[config.mk]
export PLATFORM = sky130hd
export DESIGN_NAME = power_switch_sequencer
export DESIGN_NICKNAME = d
export VERILOG_FILES = /design/src/rtl/power_switch_sequencer.sv
export SDC_FILE = /design/constraint.sdc
export NUM_CORES = 1
export LEC_CHECK = 0
export ABC_AREA = 0
export CAP_MARGIN = 20
export CORE_UTILIZATION = 40
export CTS_CLUSTER_DIAMETER = 120
export CTS_CLUSTER_SIZE = 8
export DETAILED_ROUTE_END_ITERATION = 7
export PLACE_DENSITY = 0.67
export SETUP_SLACK_MARGIN = 0.5
export SLEW_MARGIN = 20
export SYNTH_ARGS = -nofsm -noshare
export SYNTH_HDL_FRONTEND = slang
export SYNTH_SLANG_ARGS = --single-unit
[constraint.sdc]
create_clock -name clk_i -period 4.6 [get_ports clk_i]
set_input_delay 0.46 -clock clk_i [delete_from_list [all_inputs] [get_ports clk_i]]
set_output_delay 0.46 -clock clk_i [all_outputs]
set_load 0.02 [all_outputs]
[src/rtl/power_switch_sequencer.sv]
// Power switch sequencer: one independent Moore FSM per power domain that
// orders isolation, retention save/restore and switch enable.
// Ports:
//   clk_i, rst_i         - clock and synchronous active-high reset
//   domain_en_i          - requested power state per domain (1 = on)
//   retention_i          - save state before power-off, per domain
//   pwr_ack_i            - power-good acknowledge per domain switch
//   pwr_sw_en_o          - power switch enable per domain
//   iso_en_o             - isolation clamp enable per domain
//   save_o, restore_o    - one-cycle retention pulses per domain
//   domain_ready_o       - domain on, restored and de-isolated
//   timeout_err_o        - sticky power-up timeout flag per domain
//   busy_o               - some domain is mid-sequence
module power_switch_sequencer #(
    parameter int NUM_DOMAINS = 5,
    parameter int ISO_CYCLES  = 2,
    parameter int ACK_TIMEOUT = 255
) (
    input  logic                   clk_i,
    input  logic                   rst_i,
    input  logic [NUM_DOMAINS-1:0] domain_en_i,
    input  logic [NUM_DOMAINS-1:0] retention_i,
    input  logic [NUM_DOMAINS-1:0] pwr_ack_i,
    output logic [NUM_DOMAINS-1:0] pwr_sw_en_o,
    output logic [NUM_DOMAINS-1:0] iso_en_o,
    output logic [NUM_DOMAINS-1:0] save_o,
    output logic [NUM_DOMAINS-1:0] restore_o,
    output logic [NUM_DOMAINS-1:0] domain_ready_o,
    output logic [NUM_DOMAINS-1:0] timeout_err_o,
    output logic                   busy_o
);

    localparam int MAX_CYC =
        (ISO_CYCLES > ACK_TIMEOUT) ? ISO_CYCLES : ACK_TIMEOUT;
    localparam int CW = $clog2(MAX_CYC) + 1;

    localparam logic [CW-1:0] ONE      = CW'(1);
    localparam logic [CW-1:0] ISO_LAST = CW'(ISO_CYCLES);
    localparam logic [CW-1:0] ACK_LAST = CW'(ACK_TIMEOUT);

    localparam logic [2:0] S_ON      = 3'd0;
    localparam logic [2:0] S_ISOLATE = 3'd1;
    localparam logic [2:0] S_SAVE    = 3'd2;
    localparam logic [2:0] S_OFF     = 3'd3;
    localparam logic [2:0] S_PWRUP   = 3'd4;
    localparam logic [2:0] S_RESTORE = 3'd5;
    localparam logic [2:0] S_RELEASE = 3'd6;

    logic [NUM_DOMAINS-1:0] dom_busy;

    genvar d;
    generate
        for (d = 0; d < NUM_DOMAINS; d++) begin : g_dom
            logic [2:0]    state;
            logic [2:0]    state_nxt;
            logic [CW-1:0] cnt;
            logic [CW-1:0] cnt_nxt;
            logic          retained;
            logic          retained_nxt;
            logic          err;
            logic          err_nxt;

            // cnt holds the 1-based index of the current cycle in a
            // timed state, so the exit test is a plain equality.
            always_comb begin
                state_nxt    = state;
                cnt_nxt      = cnt;
                retained_nxt = retained;
                err_nxt      = err;
                unique case (state)
                    S_ON: begin
                        if (!domain_en_i[d]) begin
                            state_nxt = S_ISOLATE;
                            cnt_nxt   = ONE;
                        end
                    end
                    S_ISOLATE: begin
                        if (cnt == ISO_LAST) begin
                            state_nxt = retention_i[d] ? S_SAVE : S_OFF;
                            cnt_nxt   = '0;
                        end else begin
                            cnt_nxt = cnt + ONE;
                        end
                    end
                    S_SAVE: begin
                        retained_nxt = 1'b1;
                        state_nxt    = S_OFF;
                    end
                    S_OFF: begin
                        if (domain_en_i[d]) begin
                            state_nxt = S_PWRUP;
                            cnt_nxt   = ONE;
                        end
                    end
                    S_PWRUP: begin
                        // ack is tested first so it wins over timeout
                        if (pwr_ack_i[d]) begin
                            state_nxt = S_RESTORE;
                            cnt_nxt   = '0;
                        end else if (cnt == ACK_LAST) begin
                            state_nxt = S_OFF;
                            cnt_nxt   = '0;
                            err_nxt   = 1'b1;
                        end else begin
                            cnt_nxt = cnt + ONE;
                        end
                    end
                    S_RESTORE: begin
                        retained_nxt = 1'b0;
                        state_nxt    = S_RELEASE;
                        cnt_nxt      = ONE;
                    end
                    S_RELEASE: begin
                        if (cnt == ISO_LAST) begin
                            state_nxt = S_ON;
                            cnt_nxt   = '0;
                        end else begin
                            cnt_nxt = cnt + ONE;
                        end
                    end
                    default: begin
                        state_nxt = S_ON;
                        cnt_nxt   = '0;
                    end
                endcase
            end

            always_ff @(posedge clk_i) begin
                if (rst_i) begin
                    state    <= S_ON;
                    cnt      <= '0;
                    retained <= 1'b0;
                    err      <= 1'b0;
                end else begin
                    state    <= state_nxt;
                    cnt      <= cnt_nxt;
                    retained <= retained_nxt;
                    err      <= err_nxt;
                end
            end

            assign pwr_sw_en_o[d]    = (state != S_OFF);
            assign iso_en_o[d]       = (state != S_ON);
            assign save_o[d]         = (state == S_SAVE);
            assign restore_o[d]      = (state == S_RESTORE) && retained;
            assign domain_ready_o[d] = (state == S_ON);
            assign timeout_err_o[d]  = err;
            assign dom_busy[d]       = (state != S_ON) && (state != S_OFF);
        end
    endgenerate

    assign busy_o = |dom_busy;

endmodule

# Word level (Yosys, flattened, before mapping)

Index checks and enable logic that the tools add are counted.
W data, S select, Z words.

Eq/ne operators: 70
Bitwise operators: 10
Muxes and demuxes: 75
Reductions and logical operators: 46
Add/subtract/negate cells: 5

Operators with widths:

| kind                  | number |
|---|---|
| $pmux W9 S6           | 5 |
| $mux W9               | 25 |
| $pmux W3 S7           | 5 |
| $mux W3               | 30 |
| $add A9 B1 Y9 const B | 5 |
| $eq A3 B3 Y1 const B  | 15 |
| $eq A9 B2 Y1 const B  | 5 |
| $eq A9 B8 Y1 const B  | 5 |
| $ne A2 B2 Y1 const B  | 20 |
| $eq A3 B2 Y1 const B  | 10 |
| $reduce_and A3 Y1     | 10 |
| $reduce_and A5 Y1     | 5 |
| $eq A3 B1 Y1 const B  | 5 |
| $logic_not A3 Y1      | 5 |
| $ne A3 B2 Y1 const B  | 5 |
| $ne A3 B3 Y1 const B  | 5 |
| $reduce_bool A3 Y1    | 5 |
| $logic_and A1 B1 Y1   | 10 |
| $not A1 Y1            | 10 |
| $pmux W1 S2           | 5 |
| $reduce_bool A2 Y1    | 5 |
| $reduce_or A2 Y1      | 5 |
| $mux W1               | 5 |
| $reduce_or A5 Y1      | 1 |

Flip-flop bits (word level): 70
Input bits: 17

# Longest topological paths before layout

Gate-level depths: netlist (run 1).

Depth in word-level cells: 4
Depth in mapped cells: 9
Mapped depth without buffers: 9

# Worst setup path before layout (run 1)

No wires, ideal clock.

Path type: reg2out
Start point: reg g_dom[0].state[0]
End point: out busy_o
Data arrival time: 1,447 ps
Data required time: 4,140 ps
Cell stages (with the launch flop): 6
Slack: 2,693 ps
Cell sequence: dfxtp_1 -> buf_2 -> buf_1 -> nand2_1 -> a2111oi_0 -> nand3_1

Word-level cells in the longest chain between the ends: 3
Elaborated cells on any way between the ends: 4
Classes of those cells: eq/ne: 1; reduce/logical: 3

Ends and longest elaborated chain:

| what                                                      | RTL line | text |
|---|---|---|
| from (decl)                                               | 54       | `logic [2:0] state;` |
| from (signal assigned)                                    | 135      | `state <= state_nxt;` |
| $ne A3 B2 Y1 / $reduce_bool A3 Y1 (equally long branches) | 148      | `assign dom_busy[d] = (state != S_ON) && (state != S_OFF);` |
| $logic_and A1 B1 Y1 (*)                                   | 148      |  |
| $reduce_or A5 Y1 (*)                                      | 152      | `assign busy_o = \|dom_busy;` |
| to (decl)                                                 | 30       | `output logic busy_o` |

Every way passes the cells marked *; elsewhere a longest branch is shown, timed or not.

# Worst setup path after layout (run 1)

Same ends and word-level chain as after synthesis.

==> results of run 1 <==
[critical path: stages, from the launching register on]
cell             delay, ns
dfxtp_1               0.49
or2_2                 0.38
a2111oi_0             0.68
nand3_1               0.13
clkdlybuf4s50_1       0.58
[stage by stage]
stage | std cells | hold WS (ns) | power (uW)
floorplan | 571 | 0.438 | 1300
global placement | 723 | 0.450 | 1500
detailed placement | 723 | 0.457 | 1520
CTS | 737 | 0.467 | 1990
global route | 738 | 0.496 | 2110
finish | 738 | 0.465 | 1980
[cells by family after synthesis]
kind of cell	synth area share
xor+xnor	0.0274
simple gates	0.271
buf+inv	0.0720
flops	0.314
compound gates	0.253
mux	0.00672
fa+ha+maj	0.0560
[registers in the layout (all words and copies together), names as in the netlist]
register,flops
g_dom.cnt,45
g_dom.retained,5
g_dom.state,15
g_dom.err,5
[routing by layer]
metal  up-vias  global-route usage
met5         -                   0
met4         0              0.0675
met3        11              0.0400
met2        62               0.310
met1      1994               0.245
li1       2141                   -
[cell usage after synthesis, drive strengths merged (4+ instances only)]
cell / count
a211oi: 7
a21o: 4
a21oi: 58
a222oi: 5
a22oi: 4
a31oi: 9
and2: 7
and3: 4
buf: 12
clkbuf: 24
dfxtp: 70
ha: 20
inv: 41
nand2: 38
nand2b: 11
nand3: 17
nand3b: 6
nand4: 6
nor2: 50
nor2b: 6
nor3: 13
nor3b: 4
nor4: 8
nor4b: 7
o2111ai: 4
o21a: 4
o21ai: 27
o22ai: 6
o311ai: 4
o31ai: 17
or2: 9
or3: 7
or4: 15
or4b: 4
xnor2: 4
xor2: 10
[worst min-delay path by stage]
stage,startpoint,endpoint,cells after the start
6_report,g_dom[0].retained,g_dom[0].retained,2
3_3_place_gp,g_dom[1].retained,g_dom[1].retained,2
5_1_grt,g_dom[0].retained,g_dom[0].retained,2
3_5_place_dp,g_dom[2].err,g_dom[2].err,2
4_1_cts,g_dom[0].retained,g_dom[0].retained,2
2_1_floorplan,g_dom[0].err,g_dom[0].err,2
[power by group through the flow]
stage               Clock, uW  Sequential, uW  Combinational [uW]
CTS                       475             804                 706
floorplan                   0             724                 573
detailed placement          0             818                 704
global placement            0             810                 691
global route              504             828                 776
finish                    460             807                 709
[final cells by class]
cell class / instances / area, um^2
sequential: 70 / 1400
tap: 140 / 175
timing repair buffer: 49 / 483
clock buffer: 13 / 169
inverter: 41 / 154
clock inverter: 1 / 5.00
multi-input combinational: 424 / 2750
fill: 1049 / 5710
==> results.sh, run 1 <==
export IMPL_synthTopCellsByArea="dfxtp_1 31%, a21oi_1 6.4%, ha_1 5.6%, nor2_1 4.2%, inv_1 3.4%"
export IMPL_syn_inst=571
export IMPL_grtUsageTotal=0.190
export IMPL_cts_tree="built"
export IMPL_setup_ws_ns=1.53
export IMPL_postCtsSetupBuffers=0
export IMPL_ys_warn_count=0
export IMPL_clock_latency_ns=0.35
export IMPL_clock_skew_ns=0.00828
export IMPL_yosysUniqueCellTypes=68
export IMPL_routed_wl_um=10500
export IMPL_synth_fp_nets=608
export IMPL_crit_required_ns=4.14
export IMPL_synthArstFlopShare=0
export IMPL_highest_layer="met4"
export IMPL_portBuffers=47
export IMPL_hold_viol_final=0
export IMPL_die_y_um=108
export IMPL_antenna_found_initial=0
export IMPL_ios=48
export IMPL_max_freq_mhz=326
export IMPL_die_area_um2=11600
export IMPL_dp_hpwl_um=7250
export IMPL_drv_slew=0
export IMPL_synth_area_per_cell_um2=7.82
export IMPL_clock_sinks=70
export IMPL_drive_above_1_share=0.0769
export IMPL_hp_class="reg -> reg"
export IMPL_layout_commonest_cell="dfxtp_1"
export IMPL_ys_ff_latch=70
export IMPL_cts_buffer_depth=2
export IMPL_pre_cts_slack_ns=1.87
export IMPL_final_cell_mix="70 x dfxtp_1, 56 x a21oi_1, 50 x nor2_1"
export IMPL_cts_made_buffers=9
export IMPL_tns_ns=0
export IMPL_p_int_uw=1220
export IMPL_clkSlewWorstSetupHoldPaths_ns=0.06
export IMPL_start_util=0.412
export IMPL_vias=4208
export IMPL_fin_nets=632
export IMPL_r2r_end="g_dom[2].cnt[5]"
export IMPL_p_comb_frac=0.359
export IMPL_placed_cell_area_um2=4950
export IMPL_timing_rr_start="g_dom[2].cnt[3]"
export IMPL_die_width_um=108
export IMPL_drt_iter0_drc=273
export IMPL_wire_per_inst_um=14.3
export IMPL_ys_seq_area_frac=0.314
export IMPL_final_util=0.474
export IMPL_vdd_drop_max_uv=207
export IMPL_crit_type="reg -> out"
export IMPL_cts_root_buf="clkbuf_8"
export IMPL_met2WireLength_um=5060
export IMPL_finalInstanceArea_um2=5130
export IMPL_overflow=0
export IMPL_worstSetupEndpoint="busy_o"
export IMPL_synth_top_area_share=0.314
export IMPL_net_switching_power_uw=758
export IMPL_pwr_share_seq=0.408
export IMPL_placementRows=38
export IMPL_synth_edf_count=0
export IMPL_slew_headroom=0.358
export IMPL_first_global_vias=3779
export IMPL_tightestPinTransition_ns=0.954
export IMPL_crit_fanout=20
export IMPL_setup_violations=0
export IMPL_synth_top_area_cell="dfxtp_1"
export IMPL_worstSetupStartpoint="g_dom[0].state[0]"
export IMPL_core_area_um2=10800
export IMPL_rsz0062_at_grt="no"
export IMPL_power_share_switching=0.384
export IMPL_crit_path_start_kind="flip-flop"
export IMPL_min_period_over_period=0.668
export IMPL_clockPowerShare=0.233
export IMPL_grt_pass1_wl_um=17800
export IMPL_htree_levels=3
export IMPL_n_antenna_cell=0
export IMPL_routabilityCongestion=0.849
export IMPL_ctsHoldBuffers=0
export IMPL_wl_met1_um=4970
export IMPL_period_minus_slack_ns=3.07
export IMPL_dr_wl_met3_um=337
export IMPL_firstDrtPassIters=5
export IMPL_endpoint_kind="output pin"
export IMPL_r2r_setup_slack_ns=2.23
export IMPL_syn_cell_area_um2=4470
export IMPL_grt_max_degree=42
export IMPL_antenna_left=0
export IMPL_cts_repair_resized=0
export IMPL_drv_cap=0
export IMPL_area_delta_synth_final_pct=15.0
export IMPL_arrival_ns=2.61
export IMPL_p_per_area_nw_per_um2=385
export IMPL_drc=0
export IMPL_reg2reg_depth=7
export IMPL_viasPerCell=5.70
export IMPL_ys_flop_type="dfxtp_1"
export IMPL_status="completed"
export IMPL_power_leakage_uw=0.00186
No activity file was read; power rests on OpenSTA's default activity.
==> inputs of run 2 (changes only) <==
- PLACE_DENSITY: 0.67 -> 0.69
- clock period: 4.6 -> 2.66 ns (I/O delays scaled with it)
==> results.sh, run 2 (same netlist as run 1, synthesis figures left out) <==
export IMPL_placed_cell_area_um2=5050
export IMPL_first_global_vias=3829
export IMPL_firstDrtPassIters=5
export IMPL_num_fill_cells=1053
export IMPL_placed_cells=735
export IMPL_ios=48
export IMPL_wire_per_inst_um=14.3
export IMPL_clock_latency_ns=0.34
export IMPL_met1_usage=0.245
export IMPL_power_leakage_uw=0.00204
export IMPL_rsz0062_at_grt="yes"
export IMPL_vias=4286
export IMPL_die_area_um2=11600
export IMPL_grt_busiest_layer="met2"
export IMPL_clkSlewWorstSetupHoldPaths_ns=0.07
export IMPL_crit_required_ns=2.39
export IMPL_routabilityCongestion=0.825
export IMPL_grtUsageTotal=0.190
export IMPL_hold_path_startpoint="g_dom[1].retained"
export IMPL_drv_cap=0
export IMPL_vdd_drop_max_uv=299
export IMPL_antenna_found_initial=0
export IMPL_die_width_um=108
export IMPL_arrival_ns=1.79
export IMPL_r2r_end="g_dom[3].cnt[2]"
export IMPL_tightestPinTransition_ns=0.641
export IMPL_tns_ns=0
export IMPL_placementRows=38
export IMPL_cts_root_buf="clkbuf_8"
export IMPL_timing_rr_start="g_dom[3].cnt[0]"
export IMPL_crit_type="reg -> out"
export IMPL_endpoint_kind="output pin"
export IMPL_status="completed"
export IMPL_area_delta_synth_final_pct=19.0
export IMPL_start_util=0.412
export IMPL_overflow=0
export IMPL_p_per_area_nw_per_um2=654
export IMPL_crit_fanout=15
export IMPL_core_area_um2=10800
export IMPL_clock_skew_ns=0.00505
export IMPL_whs_ns=0.467
export IMPL_drc=0
export IMPL_r2r_setup_slack_ns=0.64
export IMPL_instances_no_fill=750
export IMPL_cts_tree="built"
export IMPL_finalInstanceArea_um2=5320
export IMPL_crit_path_start_kind="flip-flop"
export IMPL_min_period_over_period=0.774
export IMPL_portBuffers=47
export IMPL_layout_commonest_cell="a21oi_1"
export IMPL_grt_pass1_wl_um=17900
export IMPL_n_antenna_cell=0
export IMPL_cts_made_buffers=9
export IMPL_setup_ws_ns=0.601
export IMPL_largest_reg_flops=45
export IMPL_setup_violations=0
export IMPL_hold_viol_final=0
export IMPL_viasPerCell=5.71
export IMPL_grt_met3_usage=0.0393
export IMPL_hp_class="reg -> reg"
export IMPL_multiInputGateArea_um2=2790
export IMPL_top_regs="g_dom.cnt x45, g_dom.state x15"
export IMPL_die_y_um=108
export IMPL_grt_max_degree=34
export IMPL_grt_util_met2=0.317
export IMPL_drive_above_1_share=0.133
export IMPL_fin_nets=643
export IMPL_final_seq_area_um2=1440
export IMPL_whs_path_depth=2
export IMPL_hold_end="g_dom[1].retained"
export IMPL_final_cell_mix="56 x a21oi_1, 51 x dfxtp_1, 50 x nor2_1"
export IMPL_dp_hpwl_um=7320
export IMPL_antenna_left=0
export IMPL_top_register="g_dom.cnt"
export IMPL_routed_wl_um=10700
export IMPL_period_minus_slack_ns=2.06
export IMPL_cts_buffer_depth=2
export IMPL_clock_sinks=70
export IMPL_pre_cts_slack_ns=0.568
export IMPL_drt_iter0_drc=188
export IMPL_htree_levels=3
export IMPL_drv_slew=0
export IMPL_max_freq_mhz=486
export IMPL_reg2reg_depth=9
export IMPL_slew_headroom=0.570
run 2: metal layers:
layer  routed length [um]  up-vias  share of wire
li1                     -     2169              -
met1                 4890     2021           0.46
met2                 5280       86           0.49
met3                  443       10          0.041
met4                  105        0         0.0098
met5                    0        -              0
run 2: where the power goes:
part           leakage, uW  internal [uW]  total, uW  switching [uW]
Combinational      0.00138            596       1360             766
Sequential        0.000578           1170       1350             180
Clock            0.0000865            385        768             383
Total              0.00204           2150       3480            1330
run 2: worst max path at each step:
stage	startpoint	endpoint	slack, ns	depth (start not counted)
finish	g_dom[4].state[1]	restore_o[4]	0.60	3
global route	g_dom[3].cnt[0]	g_dom[3].cnt[2]	0.44	9
CTS	g_dom[0].state[1]	busy_o	0.48	5
detailed placement	domain_en_i[2]	g_dom[2].cnt[1]	0.57	6
global placement	domain_en_i[2]	g_dom[2].cnt[5]	0.61	6
floorplan	g_dom[2].cnt[4]	g_dom[2].cnt[0]	0.79	7
run 2: critical path: stages (launching register included):
cell	delay, ns
dfxtp_2	0.40
nand2b_1	0.26
nor2_1	0.16
clkdlybuf4s50_1	0.63
run 2: final cells by class:
type / instances / share of cell area
Sequential cell: 70 / 0.270
Multi-Input combinational cell: 424 / 0.525
Timing Repair Buffer: 60 / 0.112
Tap cell: 140 / 0.0329
Inverter: 41 / 0.0289
Clock inverter: 1 / 0.000941
Clock buffer: 14 / 0.0306
run 2: what timing repair did:
item	in CTS	in global routing
gates resized for setup	16	30
hold buffers	0	0
hold endpoints to repair	0	0
setup endpoints to repair	12	42
setup buffers	0	0
run 2: stage by stage:
step,util,total power [uW]
2_1_floorplan,-,2240
3_3_place_gp,0.466,2670
3_5_place_dp,0.466,2700
4_1_cts,0.483,3470
5_1_grt,0.491,3720
6_report,0.491,3480
